===== src/rtl/alu_operand_stage_pkg.sv =====
// Shared types and constants for the ALU operand stage: opcodes, width defaults and the
// forward-select enum.
package alu_operand_stage_pkg;

    localparam int unsigned XLEN_DEF    = 32;
    localparam int unsigned RADDR_W_DEF = 5;

    localparam logic [3:0] ALU_ADD = 4'b0000;
    localparam logic [3:0] ALU_SUB = 4'b0001;
    localparam logic [3:0] ALU_AND = 4'b0010;
    localparam logic [3:0] ALU_OR  = 4'b0011;
    localparam logic [3:0] ALU_SLL = 4'b0100;
    localparam logic [3:0] ALU_SRL = 4'b0101;
    localparam logic [3:0] ALU_SRA = 4'b0110;
    localparam logic [3:0] ALU_SLT = 4'b0111;
    localparam logic [3:0] ALU_XOR = 4'b1000;

    typedef enum logic [1:0] {
        FWD_RF,
        FWD_EX,
        FWD_MEM,
        FWD_WB
    } fwd_sel_e;

endpackage


===== src/rtl/alu_operand_stage_operand_fwd_sel.sv =====
// Resolves one source register against the EX, MEM and WB writers: select, forwarded value,
// load-use flag and an any-writer hit flag.
module operand_fwd_sel
    import alu_operand_stage_pkg::*;
#(
    parameter int unsigned XLEN    = XLEN_DEF,
    parameter int unsigned RADDR_W = RADDR_W_DEF
) (
    input  logic [RADDR_W-1:0] rs,
    input  logic [XLEN-1:0]    rf_data,
    input  logic               ex_valid,
    input  logic               ex_reg_write,
    input  logic [RADDR_W-1:0] ex_rd,
    input  logic [XLEN-1:0]    ex_data,
    input  logic               mem_reg_write,
    input  logic [RADDR_W-1:0] mem_rd,
    input  logic [XLEN-1:0]    mem_data,
    input  logic               mem_is_load,
    input  logic               wb_reg_write,
    input  logic [RADDR_W-1:0] wb_rd,
    input  logic [XLEN-1:0]    wb_data,
    output fwd_sel_e           sel,
    output logic [XLEN-1:0]    value,
    output logic               load_use,
    output logic               hit
);

    logic rs_nz;
    logic ex_hit;
    logic mem_hit;
    logic wb_hit;

    // Requiring rs != 0 also keeps an rd = 0 writer from ever matching.
    assign rs_nz   = (rs != '0);
    assign ex_hit  = rs_nz & ex_valid & ex_reg_write & (ex_rd == rs);
    assign mem_hit = rs_nz & mem_reg_write & (mem_rd == rs);
    assign wb_hit  = rs_nz & wb_reg_write & (wb_rd == rs);

    assign load_use = mem_hit & mem_is_load;
    assign hit      = ex_hit | mem_hit | wb_hit;

    always_comb begin
        sel = FWD_RF;
        if (ex_hit) begin
            sel = FWD_EX;
        end else if (mem_hit) begin
            sel = FWD_MEM;
        end else if (wb_hit) begin
            sel = FWD_WB;
        end
    end

    always_comb begin
        value = rf_data;
        unique case (sel)
            FWD_RF:  value = rf_data;
            FWD_EX:  value = ex_data;
            FWD_MEM: value = mem_data;
            FWD_WB:  value = wb_data;
        endcase
        if (!rs_nz) begin
            value = '0;
        end
    end

endmodule


===== src/rtl/alu_operand_stage.sv =====
// ID/EX stage in front of the ALU: captures decode, resolves operands, detects RAW hazards.
// Define ALU_OPERAND_FORWARD_EN to build forwarding; otherwise any writer match stalls.
module alu_operand_stage
    import alu_operand_stage_pkg::*;
#(
    parameter int unsigned XLEN    = XLEN_DEF,
    parameter int unsigned RADDR_W = RADDR_W_DEF
) (
    input  logic               clk,
    input  logic               rst_n,
    input  logic               flush,
    input  logic               dec_valid,
    output logic               dec_ready,
    input  logic [RADDR_W-1:0] dec_rs1,
    input  logic [RADDR_W-1:0] dec_rs2,
    input  logic [XLEN-1:0]    dec_rs1_data,
    input  logic [XLEN-1:0]    dec_rs2_data,
    input  logic [XLEN-1:0]    dec_imm,
    input  logic               dec_use_imm,
    input  logic [3:0]         dec_alu_control,
    input  logic [RADDR_W-1:0] dec_rd,
    input  logic               dec_reg_write,
    output logic               ex_valid,
    input  logic               ex_ready,
    output logic [XLEN-1:0]    alu_in1,
    output logic [XLEN-1:0]    alu_in2,
    output logic [3:0]         alu_control,
    output logic [XLEN-1:0]    ex_store_data,
    output logic [RADDR_W-1:0] ex_rd,
    output logic               ex_reg_write,
    input  logic [XLEN-1:0]    ex_alu_result,
    input  logic               mem_reg_write,
    input  logic [RADDR_W-1:0] mem_rd,
    input  logic [XLEN-1:0]    mem_data,
    input  logic               mem_is_load,
    input  logic               wb_reg_write,
    input  logic [RADDR_W-1:0] wb_rd,
    input  logic [XLEN-1:0]    wb_data
);

    logic               ex_valid_q;
    logic [XLEN-1:0]    alu_in1_q, alu_in2_q, store_data_q;
    logic [3:0]         alu_control_q;
    logic [RADDR_W-1:0] ex_rd_q;
    logic               ex_reg_write_q;

    fwd_sel_e           rs1_sel, rs2_sel;
    logic [XLEN-1:0]    rs1_fwd, rs2_fwd;
    logic               rs1_load_use, rs2_load_use;
    logic               rs1_hit, rs2_hit;

    logic [XLEN-1:0]    rs1_val, rs2_val;
    logic               hazard;
    logic               fire;

    operand_fwd_sel #(.XLEN(XLEN), .RADDR_W(RADDR_W)) u_rs1_sel (
        .rs            (dec_rs1),
        .rf_data       (dec_rs1_data),
        .ex_valid      (ex_valid_q),
        .ex_reg_write  (ex_reg_write_q),
        .ex_rd         (ex_rd_q),
        .ex_data       (ex_alu_result),
        .mem_reg_write (mem_reg_write),
        .mem_rd        (mem_rd),
        .mem_data      (mem_data),
        .mem_is_load   (mem_is_load),
        .wb_reg_write  (wb_reg_write),
        .wb_rd         (wb_rd),
        .wb_data       (wb_data),
        .sel           (rs1_sel),
        .value         (rs1_fwd),
        .load_use      (rs1_load_use),
        .hit           (rs1_hit)
    );

    operand_fwd_sel #(.XLEN(XLEN), .RADDR_W(RADDR_W)) u_rs2_sel (
        .rs            (dec_rs2),
        .rf_data       (dec_rs2_data),
        .ex_valid      (ex_valid_q),
        .ex_reg_write  (ex_reg_write_q),
        .ex_rd         (ex_rd_q),
        .ex_data       (ex_alu_result),
        .mem_reg_write (mem_reg_write),
        .mem_rd        (mem_rd),
        .mem_data      (mem_data),
        .mem_is_load   (mem_is_load),
        .wb_reg_write  (wb_reg_write),
        .wb_rd         (wb_rd),
        .wb_data       (wb_data),
        .sel           (rs2_sel),
        .value         (rs2_fwd),
        .load_use      (rs2_load_use),
        .hit           (rs2_hit)
    );

`ifdef ALU_OPERAND_FORWARD_EN
    logic unused_fwd;
    assign unused_fwd = ^{rs1_sel, rs2_sel, rs1_hit, rs2_hit};

    assign rs1_val = rs1_fwd;
    assign rs2_val = rs2_fwd;
    assign hazard  = rs1_load_use | (rs2_load_use & ~dec_use_imm);
`else
    logic unused_fwd;
    assign unused_fwd = ^{rs1_sel, rs2_sel, rs1_fwd, rs2_fwd, rs1_load_use, rs2_load_use};

    // Without forwarding the register file is trusted only once no writer is in flight.
    assign rs1_val = (dec_rs1 == '0) ? '0 : dec_rs1_data;
    assign rs2_val = (dec_rs2 == '0) ? '0 : dec_rs2_data;
    assign hazard  = rs1_hit | (rs2_hit & ~dec_use_imm);
`endif

    assign dec_ready = flush | ((~ex_valid_q | ex_ready) & ~hazard);
    assign fire      = dec_valid & dec_ready & ~flush;

    always_ff @(posedge clk or negedge rst_n) begin
        if (!rst_n) begin
            ex_valid_q     <= 1'b0;
            alu_in1_q      <= '0;
            alu_in2_q      <= '0;
            store_data_q   <= '0;
            alu_control_q  <= ALU_ADD;
            ex_rd_q        <= '0;
            ex_reg_write_q <= 1'b0;
        end else begin
            if (flush) begin
                ex_valid_q <= 1'b0;
            end else if (fire) begin
                ex_valid_q <= 1'b1;
            end else if (ex_ready) begin
                ex_valid_q <= 1'b0;
            end

            if (fire) begin
                alu_in1_q      <= rs1_val;
                alu_in2_q      <= dec_use_imm ? dec_imm : rs2_val;
                store_data_q   <= rs2_val;
                alu_control_q  <= dec_alu_control;
                ex_rd_q        <= dec_rd;
                ex_reg_write_q <= dec_reg_write;
            end
        end
    end

    assign ex_valid      = ex_valid_q;
    assign alu_in1       = alu_in1_q;
    assign alu_in2       = alu_in2_q;
    assign ex_store_data = store_data_q;
    assign alu_control   = alu_control_q;
    assign ex_rd         = ex_rd_q;
    assign ex_reg_write  = ex_reg_write_q;

endmodule


===== config.mk =====
export PLATFORM = sky130hd
export DESIGN_NAME = alu_operand_stage
export DESIGN_NICKNAME = d
export VERILOG_FILES = /design/src/rtl/alu_operand_stage_pkg.sv /design/src/rtl/alu_operand_stage_operand_fwd_sel.sv /design/src/rtl/alu_operand_stage.sv
export SDC_FILE = /design/constraint.sdc
export NUM_CORES = 1
export LEC_CHECK = 0
export BUFFER_PORTS_ARGS = -buffer_cell sky130_fd_sc_hd__clkbuf_2
export CELL_PAD_IN_SITES_DETAIL_PLACEMENT = 1
export CELL_PAD_IN_SITES_GLOBAL_PLACEMENT = 1
export CORE_MARGIN = 5
export CORE_UTILIZATION = 32
export DETAILED_ROUTE_END_ITERATION = 10
export PLACE_DENSITY_LB_ADDON = 0.1
export SYNTH_ARGS = -nofsm -noshare
export SYNTH_HDL_FRONTEND = slang
export SYNTH_HIERARCHICAL = 1
export SYNTH_SLANG_ARGS = --single-unit
export TNS_END_PERCENT = 50

===== constraint.sdc =====
create_clock -name clk -period 3.55 [get_ports clk]
set_input_delay 0.71 -clock clk [delete_from_list [all_inputs] [get_ports clk]]
set_output_delay 0.71 -clock clk [all_outputs]
set_load 0.05 [all_outputs]

==> results.md, run 1 <==
* Outcome: finished, final reports clean
* Clock slew at reported path FFs at ~80 ps
* Max Root-Sink Buffers at 2
* Post-Syn Area at between 5000 and 6000 sq um
* TritonCTS clock tree: yes
* Total power at between 0.004 and 0.005 W
* Yosys warns at 6
* Max-Cap Viols at 0
* Hold WS at 313 ps
* Syn nets at between 800 and 900
* Worst VDD drop at 233 uV
* Total CTS buffers at 9
* Delay-heaviest family, CP: simple AND/OR/NAND/NOR gates
* Slowest CP cell: or4_1
* Reg2Reg Depth at 9
* Worst path bufs/invs at 2
* Final antenna-violating net count at 0
* Worst reg2reg endpoint: ex_rd[2]$_DFFE_PN0P_
* Cell Count, Final, Fillers Out at around 1000
* Flop-to-flop setup slack at between 800 and 900 ps
* Die X at approximately 150 um
* Largest net degree at the start of global routing at about 70
* Clock skew at approximately 9.3 ps
* Worst EP required at 2840 ps
* Mapped Cells at between 500 and 600
* Nets at just over 1000
* Row cnt at 49
* Die area at ~21000 sq um
* Die Y-Extent at roughly 150 um
* Gr usage total at 0.183
* Gpl congestion at between 0.8 and 0.9
* Placed Cells at around 1000
* Final Max Slew Viols at 0
* Root Driver: clkbuf_16
* Vias per Instance at ~5.0
* Pwr dens at between 600 and 700 nW/um^2
* Delay of the slowest critical-path stage at 500 ps
* DP Area at ~7100 sq um
* Layout area overhead at 27.4%
* Worst Path Arrival at 2480 ps
* Startpoint types: input port
* Clock Latency Late Sink at 350 ps
* PostCTS Resize Cnt at 0
* First-pass GRT wire length at approximately 32000 um
* Share of post-route cells with drive strength above 1 at 0.359
* Post-Syn Area per Cell at roughly 10 sq um
* Crit path cell chain: clkbuf_2, xor2_1, or4_1, or3_1, nand3_1, nand2b_1, a31o_2, buf_12
* Vias in the first global route at a little under 6000
* DP HPWL at ~14000 um
* Critical Path Fanout Max at 6
* Clk sink count at about 110
* DRC viols at 0
* WL final at between 15000 and 20000 um
* Static leakage at around 3.6 nW
* Worst slew margin at 0.480
* TNS Setup at 0 ps
* Post-route minimum period at roughly 3200 ps
* Initial Util at 0.325
* Startpoint of the worst register-to-register path: ex_rd[1]$_DFFE_PN0P_
* RSZ-0062 raised after global routing: false
* H-tree levels at 3
* Fin area at about 7400 sq um
* CP Capture Type: output port
* Remaining Overflow, GRT at 0
* Post-CTS Hold Fix Bufs at 0
* Antenna violations before repair at 2
* Final setup violation count at 0
* Ports at between 300 and 400
* DR WL/cell at 18.8 um
* Worst hold path class: input port to async pin
* Port Buffer Count at around 240
* Post-CTS setup buffers at 0
* Core Region at 18000 sq um
* Drt first pass iters at 4
* Critical path class: input port to output port
* Actual slew at the worst max-slew pin at approximately 780 ps
* Hold violation count in the final report at 0
* Max Clk Rate at between 0.3 and 0.4 GHz
* DRC violation total after the first TritonRoute iteration at approximately 170
* Vias at between 5000 and 6000
* Final period util at 0.899
## cells in the final DEF, fill, tap and decap left out, drive strengths merged
| master | instances |
|---|---|
| clkbuf | 251 |
| dfrtp | 107 |
| o21ai | 96 |
| inv | 65 |
| mux2i | 64 |
| nand2 | 38 |
| nor2b | 33 |
| a41oi | 32 |
| a31oi | 32 |
| buf | 17 |
| xnor2 | 16 |
| xor2 | 14 |
| mux2 | 10 |
| or4 | 6 |
| nand4 | 4 |
| or3 | 4 |
| clkinv | 3 |
| diode | 2 |
| nand2b | 2 |
| nor2 | 2 |
| or2 | 2 |
| nor4 | 2 |
| nand3 | 2 |
| a31o | 1 |
| and4 | 1 |
| o21bai | 1 |
| clkinvlp | 1 |
## stage by stage
step / worst slack, ps / util
after floorplan: 215 / -
after global placement: 222 / 0.398
after detailed placement: 135 / 0.398
after CTS: 332 / 0.414
after global routing: 233 / 0.414
final: 357 / 0.414
## registers in the layout, summed over array words and instances, names as in the netlist
| register | cells |
|---|---|
| ex_store_data | 32 |
| ex_rd | 5 |
| alu_in2 | 32 |
| ex_valid | 1 |
| ex_reg_write | 1 |
| alu_control | 4 |
| alu_in1 | 32 |
## power breakdown
part           switching [W]  leakage [nW]  internal [W]
Sequential          0.000165          1.23       0.00148
Combinational        0.00140          2.20      0.000482
Clock               0.000477         0.139      0.000521
## worst reg2reg max path: stages (launching register included)
cell      delay (ps)
dfrtp_1          440
xor2_1           160
or4_1            510
or3_1            330
nand3_1           80
clkinv_1          90
buf_4            270
and4_4           250
buf_12           180
mux2_4           320
## layout make-up
type,count,area (sq um)
fill,2129,10500
sequential,107,2680
multi-input combinational,362,2560
timing repair buffer,256,1370
tap,229,287
clock buffer,12,256
inverter,65,244
clock inverter,4,33.8
antenna,2,5.00
## per-layer routing
metal / share of wire / routed length [um] / global-route usage
met1: 0.42 / 8080 / 0.220
met2: 0.48 / 9340 / 0.304
met3: 0.088 / 1720 / 0.0708
met4: 0.016 / 305 / 0.0537
met5: 0.00067 / 13 / 0
## worst max-delay path by stage
stage	start	to	slack [ps]	cells past startpoint
3_3_place_gp	dec_rs1[0]	alu_in1[18]$_DFFE_PN0P_	220	10
6_report	dec_rs2[1]	dec_ready	360	8
3_5_place_dp	dec_rs1[0]	alu_in1[6]$_DFFE_PN0P_	130	10
2_1_floorplan	dec_rs2[0]	dec_ready	220	10
5_1_grt	dec_rs2[0]	dec_ready	230	9
4_1_cts	dec_rs2[1]	dec_ready	330	8
Note: power is estimated with default switching activity, not from simulation.
==> run 2: changes to the inputs <==
--- a/config.mk
+++ b/config.mk
@@ -12,6 +12,7 @@
 export CORE_UTILIZATION = 32
 export DETAILED_ROUTE_END_ITERATION = 10
 export PLACE_DENSITY_LB_ADDON = 0.1
+export RECOVER_POWER = 25
 export SYNTH_ARGS = -nofsm -noshare
 export SYNTH_HDL_FRONTEND = slang
 export SYNTH_HIERARCHICAL = 1
==> run 2 against run 1 <==
  * Routed wire length about the same
  * Cell area about the same
  * Clock-buffer cell count unchanged
  * Cell count unchanged
  * Sequential power about the same
  * Largest power group unchanged
  * Die area unchanged
  * Global-route usage unchanged
  * Clock power about the same
  * Clock skew unchanged
  * Power about the same
  * The run now ends with capacitance limit, slew limit left
==> results.md, run 2 (synthesis results as in run 1) <==
* First-pass GRT wire length at 31700 um (unchanged)
* Row cnt at 49 (unchanged)
* TritonCTS clock tree: yes (unchanged)
* Max-Cap Viols at 1 (was 0)
* Worst Hold Depth at 2
* RSZ-0062 raised after global routing: false (unchanged)
* Slowest CP cell: or4_1 (unchanged)
* Final period util at 0.899 (unchanged)
* Drt first pass iters at 4 (unchanged)
* Startpoint types: input port (unchanged)
* Largest net degree at the start of global routing at 72 (unchanged)
* Crit path cell chain: clkbuf_2, xor2_1, or4_1, or3_1, nand3_1, nand2b_1, a31o_2, buf_12 (unchanged)
* Initial Util at 0.325 (unchanged)
* Antenna violations before repair at 2 (unchanged)
* Commonest non-fill, non-tap cell in the layout: clkbuf_2 (unchanged)
* Worst VDD drop at 233 uV (about the same)
* Die X at 145 um (unchanged)
* PostCTS Resize Cnt at 0 (unchanged)
* Gpl congestion at 0.803 (unchanged)
* Clk sink count at 107 (unchanged)
* Gr usage total at 0.183 (unchanged)
* WL final at 19500 um (about the same)
* Final setup margin at 357 ps (unchanged)
* Total CTS buffers at 9 (unchanged)
* Pwr dens at 609 nW/um^2 (about the same)
* Root Driver: clkbuf_16 (unchanged)
* Max Clk Rate at 0.313 GHz (unchanged)
* Cell Count, Final, Fillers Out at 1037 (unchanged)
* Placed Cells at 1019 (unchanged)
* Final setup violation count at 0 (unchanged)
* Die area at 21000 sq um (unchanged)
* Remaining Overflow, GRT at 0 (unchanged)
* DR WL/cell at 18.8 um (about the same)
* Final Max Slew Viols at 37 (was 0)
* Ports at 339 (unchanged)
* DRC violation total after the first TritonRoute iteration at 175 (was 174)
* DP HPWL at 14300 um (unchanged)
* Worst Path Arrival at 2480 ps (about the same)
* Clock Latency Late Sink at 350 ps (about the same)
* Worst path bufs/invs at 2 (unchanged)
* Hold violation count in the final report at 0 (unchanged)
* Stages on the worst setup path at 8 (unchanged)
* Dpl ws at 135 ps (unchanged)
* Most frequent cells in the layout: clkbuf_2 (239), dfrtp_1 (107), inv_1 (64), mux2i_1 (64), o21ai_1 (64) (unchanged)
* Port Buffer Count at 241 (unchanged)
* Max Root-Sink Buffers at 2 (unchanged)
* Core Region at 18000 sq um (unchanged)
* Util after Layout at 0.414 (about the same)
* Delay of the slowest critical-path stage at 500 ps (about the same)
* Static leakage at 3.56 nW (was 3.57 nW)
* Layout area overhead at 27.4% (about the same)
* Critical path class: input port to output port (unchanged)
* Worst hold path class: register to register (was input port to async pin)
* Outcome: finished with violations (was finished, final reports clean)
* Vias at 5212 (unchanged)
* Post-CTS setup buffers at 0 (unchanged)
* Post-CTS Hold Fix Bufs at 0 (unchanged)
* Vias in the first global route at 5943 (unchanged)
* Worst slew margin at -0.399 (was 0.480)
* Vias per Instance at 5.03 (unchanged)
* Clock skew at 9.33 ps (unchanged)
* TNS Setup at 0 ps (unchanged)
* Critical Path Fanout Max at 6 (unchanged)
* Failing checks: capacitance limit, slew limit
* Post-route minimum period at 3190 ps (unchanged)
* CP Capture Type: output port (unchanged)
* Worst EP required at 2840 ps (about the same)
* Die Y-Extent at 145 um (unchanged)
* Nets at 1032 (unchanged)
* Delay-heaviest family, CP: simple AND/OR/NAND/NOR gates (unchanged)
* Final antenna-violating net count at 0 (unchanged)
* H-tree levels at 3 (unchanged)
* Clock slew at reported path FFs at 70 ps (was 80 ps)
* Reg2Reg Depth at 9 (unchanged)
* Fillers at 2129 (unchanged)
* Share of post-route cells with drive strength above 1 at 0.357 (was 0.359)
* Actual slew at the worst max-slew pin at 2100 ps (was 779 ps)
* DRC viols at 0 (unchanged)
[run 2: cell count changes in the layout (fill, tap and decap cells not counted), sizes merged]
cell and delta:
buf -1, clkbuf +1
[run 2: final timing paths]
| kind | start | end | slack [ps] |
|---|---|---|---|
| setup / recovery | dec_rs2[1] | dec_ready | 360 |
| hold / removal | ex_store_data[31]$_DFFE_PN0P_ | ex_store_data[31]$_DFFE_PN0P_ | 520 |
| setup reg to reg | ex_rd[1]$_DFFE_PN0P_ | ex_rd[2]$_DFFE_PN0P_ | 810 |
| hold reg to reg | ex_store_data[31]$_DFFE_PN0P_ | ex_store_data[31]$_DFFE_PN0P_ | 520 |
| max in group asynchronous | rst_n | alu_in2[31]$_DFFE_PN0P_ | 1330 |
| min in group asynchronous | rst_n | alu_control[3]$_DFFE_PN0P_ | 950 |
[run 2: worst min-delay path: cells and delay by family, from the launching register on]
family                 cells  cell delay, ps
muxes                      1              50
DFF                        1             380
buffers and inverters      1              50
[run 2: through the flow]
stage | hold slack, ps | area (sq um) | total power, W
final | 520 | 7430 | 0.00453
after global routing | 540 | 7430 | 0.00476
after CTS | 325 | 7430 | 0.00460
after detailed placement | 500 | 7140 | 0.00358
after global placement | 500 | 7140 | 0.00354
after floorplan | 414 | 5840 | 0.00302
[run 2: where the power goes]
| group | switching (W) | leakage (nW) | internal (W) |
|---|---|---|---|
| Clock | 0.000477 | 0.139 | 0.000521 |
| Combinational | 0.00140 | 2.19 | 0.000482 |
| Sequential | 0.000165 | 1.23 | 0.00148 |
| Total | 0.00205 | 3.56 | 0.00248 |
[run 2: cell type report]
type	count	area, sq um	area share
Timing Repair Buffer	256	1370	0.184
Clock inverter	4	33.8	0.00454
Sequential cell	107	2680	0.360
Inverter	65	244	0.0328
Tap cell	229	287	0.0385
Clock buffer	12	256	0.0345
Multi-Input combinational cell	362	2560	0.344
Antenna cell	2	5.00	0.000673
[run 2: metal layers]
metal  share of wire  GRT usage  wire length, um  up-vias
li1                -          -                -     2461
met1            0.42      0.220             8080     2565
met2            0.48      0.304             9350      165
met3           0.088     0.0708             1720       19
met4           0.016     0.0537              305        2
met5         0.00067          0               13        -
==> run 3: changes to the inputs <==
--- a/config.mk
+++ b/config.mk
@@ -11,6 +11,7 @@
 export CORE_MARGIN = 5
 export CORE_UTILIZATION = 32
 export DETAILED_ROUTE_END_ITERATION = 10
+export GPL_TIMING_DRIVEN = 0
 export PLACE_DENSITY_LB_ADDON = 0.1
 export RECOVER_POWER = 25
 export SYNTH_ARGS = -nofsm -noshare
==> run 3 against run 2 <==
  * The run still ends with capacitance limit, slew limit left
  * Sequential share of layout area fell by 0.89 points
  * Clock power barely moved
  * Clock-buffer cell count down 1
  * Global-route usage increased by 1.5 points
  * Cell area increased by 2.5%
  * Power increased by 0.81%
  * Via count rose by 3.2%
  * Critical endpoint unchanged
  * Largest cell class unchanged
  * Highest routed layer is now met4
==> results.md, run 3 (synthesis results as in run 1) <==
* Worst Setup SP: dec_rs2[0] (was dec_rs2[1])
* Slowest CP cell: or4_1 (unchanged)
* DRC viols at 0 (unchanged)
* Gpl congestion at 0.821 (was 0.803)
* Comb power frac at 0.418 (was 0.417)
* Root Driver: clkbuf_16 (unchanged)
* Failing checks: capacitance limit, slew limit (unchanged)
* Commonest non-fill, non-tap cell in the layout: clkbuf_2 (unchanged)
* Port Buffer Count at 241 (unchanged)
* Worst slew margin at -0.922 (was -0.399)
* Met1 GRT Util at 0.241 (was 0.220)
* Drt first pass iters at 4 (unchanged)
* Clock power frac at 0.221 (was 0.220)
* Outcome: finished with violations (unchanged)
* Initial Util at 0.325 (unchanged)
* Switching portion of total power at 0.456 (was 0.452)
* Max Root-Sink Buffers at 2 (unchanged)
* Fin area at 7620 sq um (was 7430 sq um)
* Clk sink count at 107 (unchanged)
* Placed Cells at 1064 (was 1019)
* Worst VDD drop at 250 uV (was 233 uV)
* H-tree levels at 3 (unchanged)
* Vias at 5379 (was 5212)
* RSZ-0062 raised after global routing: false (unchanged)
* DRC violation total after the first TritonRoute iteration at 208 (was 175)
* Vias per Instance at 4.99 (was 5.03)
* Final antenna-violating net count at 0 (unchanged)
* Cell Count, Final, Fillers Out at 1078 (was 1037)
* Delay of the slowest critical-path stage at 560 ps (was 500 ps)
* Most Frequent Cell on Critical Path: clkbuf_2
* Vias in the first global route at 6200 (was 5943)
* Post-route minimum period at 3370 ps (was 3190 ps)
* Actual slew at the worst max-slew pin at 2880 ps (was 2100 ps)
* GRT busiest layer: met2 (unchanged)
* Core Region at 18000 sq um (unchanged)
* Die area at 21000 sq um (unchanged)
* Startpoint of the worst register-to-register path: ex_rd[1]$_DFFE_PN0P_ (unchanged)
* Sequential share of power at 0.361 (was 0.363)
* Worst EP required at 2840 ps (about the same)
* Hold violation count in the final report at 0 (unchanged)
* Clock skew at 11.2 ps (was 9.33 ps)
* Final setup violation count at 0 (unchanged)
* # diodes at 0 (was 2)
* DP Area at 7340 sq um (was 7140 sq um)
* Static leakage at 3.65 nW (was 3.56 nW)
* Layout area overhead at 30.6% (was 27.4%)
* CP Capture Type: output port (unchanged)
* Global routing usage on met2 at 0.334 (was 0.304)
* Switching Power at 0.00208 W (was 0.00205 W)
* M3 GR Usage at 0.0686 (was 0.0708)
* Ports at 339 (unchanged)
* DP HPWL at 16000 um (was 14300 um)
* Row cnt at 49 (unchanged)
* Crit path cell chain: clkbuf_2, or4_1, or2_0, buf_2, nand4_1, clkbuf_2, nand3_1, nand2b_1, buf_6, a31o_2, clkbuf_4 (was clkbuf_2, xor2_1, or4_1, or3_1, nand3_1, nand2b_1, a31o_2, buf_12)
* Worst path bufs/invs at 5 (was 2)
* Final period util at 0.950 (was 0.899)
* Worst Path Arrival at 2660 ps (was 2480 ps)
* Pwr dens at 599 nW/um^2 (was 609 nW/um^2)
* Pint at 0.00248 W (about the same)
* Total CTS buffers at 9 (unchanged)
* Remaining Overflow, GRT at 0 (unchanged)
* Delay-heaviest family, CP: simple AND/OR/NAND/NOR gates (unchanged)
* WL final at 20900 um (was 19500 um)
* Most frequent cells in the layout: clkbuf_2 (242), dfrtp_1 (107), inv_1 (64), mux2i_1 (64), o21ai_1 (64) (was clkbuf_2 (239), dfrtp_1 (107), inv_1 (64), mux2i_1 (64), o21ai_1 (64))
* Share of post-route cells with drive strength above 1 at 0.357 (about the same)
* Final Max Slew Viols at 108 (was 37)
* Critical path class: input port to output port (unchanged)
* Worst hold path class: register to register (unchanged)
* Die X at 145 um (unchanged)
* Nets at 1075 (was 1032)
* Largest net degree at the start of global routing at 108 (was 72)
* Hold Startpoint: alu_control[1]$_DFFE_PN0P_ (was ex_store_data[31]$_DFFE_PN0P_)
* Antenna violations before repair at 0 (was 2)
* Max Clk Rate at 0.297 GHz (was 0.313 GHz)
* TritonCTS clock tree: yes (unchanged)
* First-pass GRT wire length at 33900 um (was 31700 um)
* Clock Latency Late Sink at 350 ps (about the same)
* Clock slew at reported path FFs at 70 ps (about the same)
* Die Y-Extent at 145 um (unchanged)
* DR WL/cell at 19.4 um (was 18.8 um)
* Max-Cap Viols at 1 (unchanged)
* Gr usage total at 0.198 (was 0.183)
* Startpoint types: input port (unchanged)
* Critical Path Fanout Max at 16 (was 6)
## run 3: metal layers
layer,wire length (um),share of wire,vias up
met1,8690,0.42,2649
met3,1670,0.080,17
li1,-,-,2539
met2,10200,0.49,174
met5,0,0,-
met4,316,0.015,0
## run 3: cell type report
cell class | instances | area (sq um)
Fill cell | 2174 | 10300
Sequential cell | 107 | 2680
Multi-Input combinational cell | 362 | 2560
Timing Repair Buffer | 241 | 1210
Buffer | 58 | 355
Tap cell | 229 | 287
Clock buffer | 11 | 253
Inverter | 65 | 246
Clock inverter | 5 | 37.5
## run 3: final timing paths
| kind | to | slack, ps | cells past startpoint |
|---|---|---|---|
| worst max register to register | ex_rd[4]$_DFFE_PN0P_ | 900 | 10 |
| worst min register to register | alu_control[1]$_DFFE_PN0P_ | 520 | 1 |
| max in group asynchronous | alu_in1[27]$_DFFE_PN0P_ | 560 | 1 |
| worst min-delay path | alu_control[1]$_DFFE_PN0P_ | 520 | 1 |
| worst max-delay path | dec_ready | 180 | 11 |
| min in group asynchronous | ex_store_data[7]$_DFFE_PN0P_ | 1220 | 1 |
## run 3: per-stage QoR
step	hold slack [ps]	setup slack, ps	util	power (W)	TNS, ps
global placement	500	-300	0.408	0.00355	-300
detailed placement	497	-315	0.408	0.00360	-315
CTS	523	14.5	0.424	0.00463	0
finish	520	177	0.424	0.00456	0
global route	544	41.2	0.424	0.00481	0
floorplan	414	215	-	0.00302	0
## run 3: power by group through the flow
| stage | logic, W | registers (W) | clock network (W) |
|---|---|---|---|
| global route | 0.00204 | 0.00168 | 0.00109 |
| detailed placement | 0.00193 | 0.00167 | 0 |
| CTS | 0.00194 | 0.00165 | 0.00104 |
| floorplan | 0.000459 | 0.00256 | 0 |
| finish | 0.00191 | 0.00165 | 0.00101 |
| global placement | 0.00190 | 0.00166 | 0 |
## run 3: timing repair
item                                    CTS  global route
endpoints found under the hold margin     0             0
resized for setup                         2             4
setup buffers                             0             0
hold buffers                              0             0
endpoints found under the setup margin    1             1
## run 3: worst reg2reg max path, delay by kind of cell, from the launching register on
family,cells,cell delay (ps)
AND/OR/NAND/NOR,5,1160
XOR/XNOR,1,160
buffers and inverters,3,480
multiplexers,1,310
flip-flops,1,430
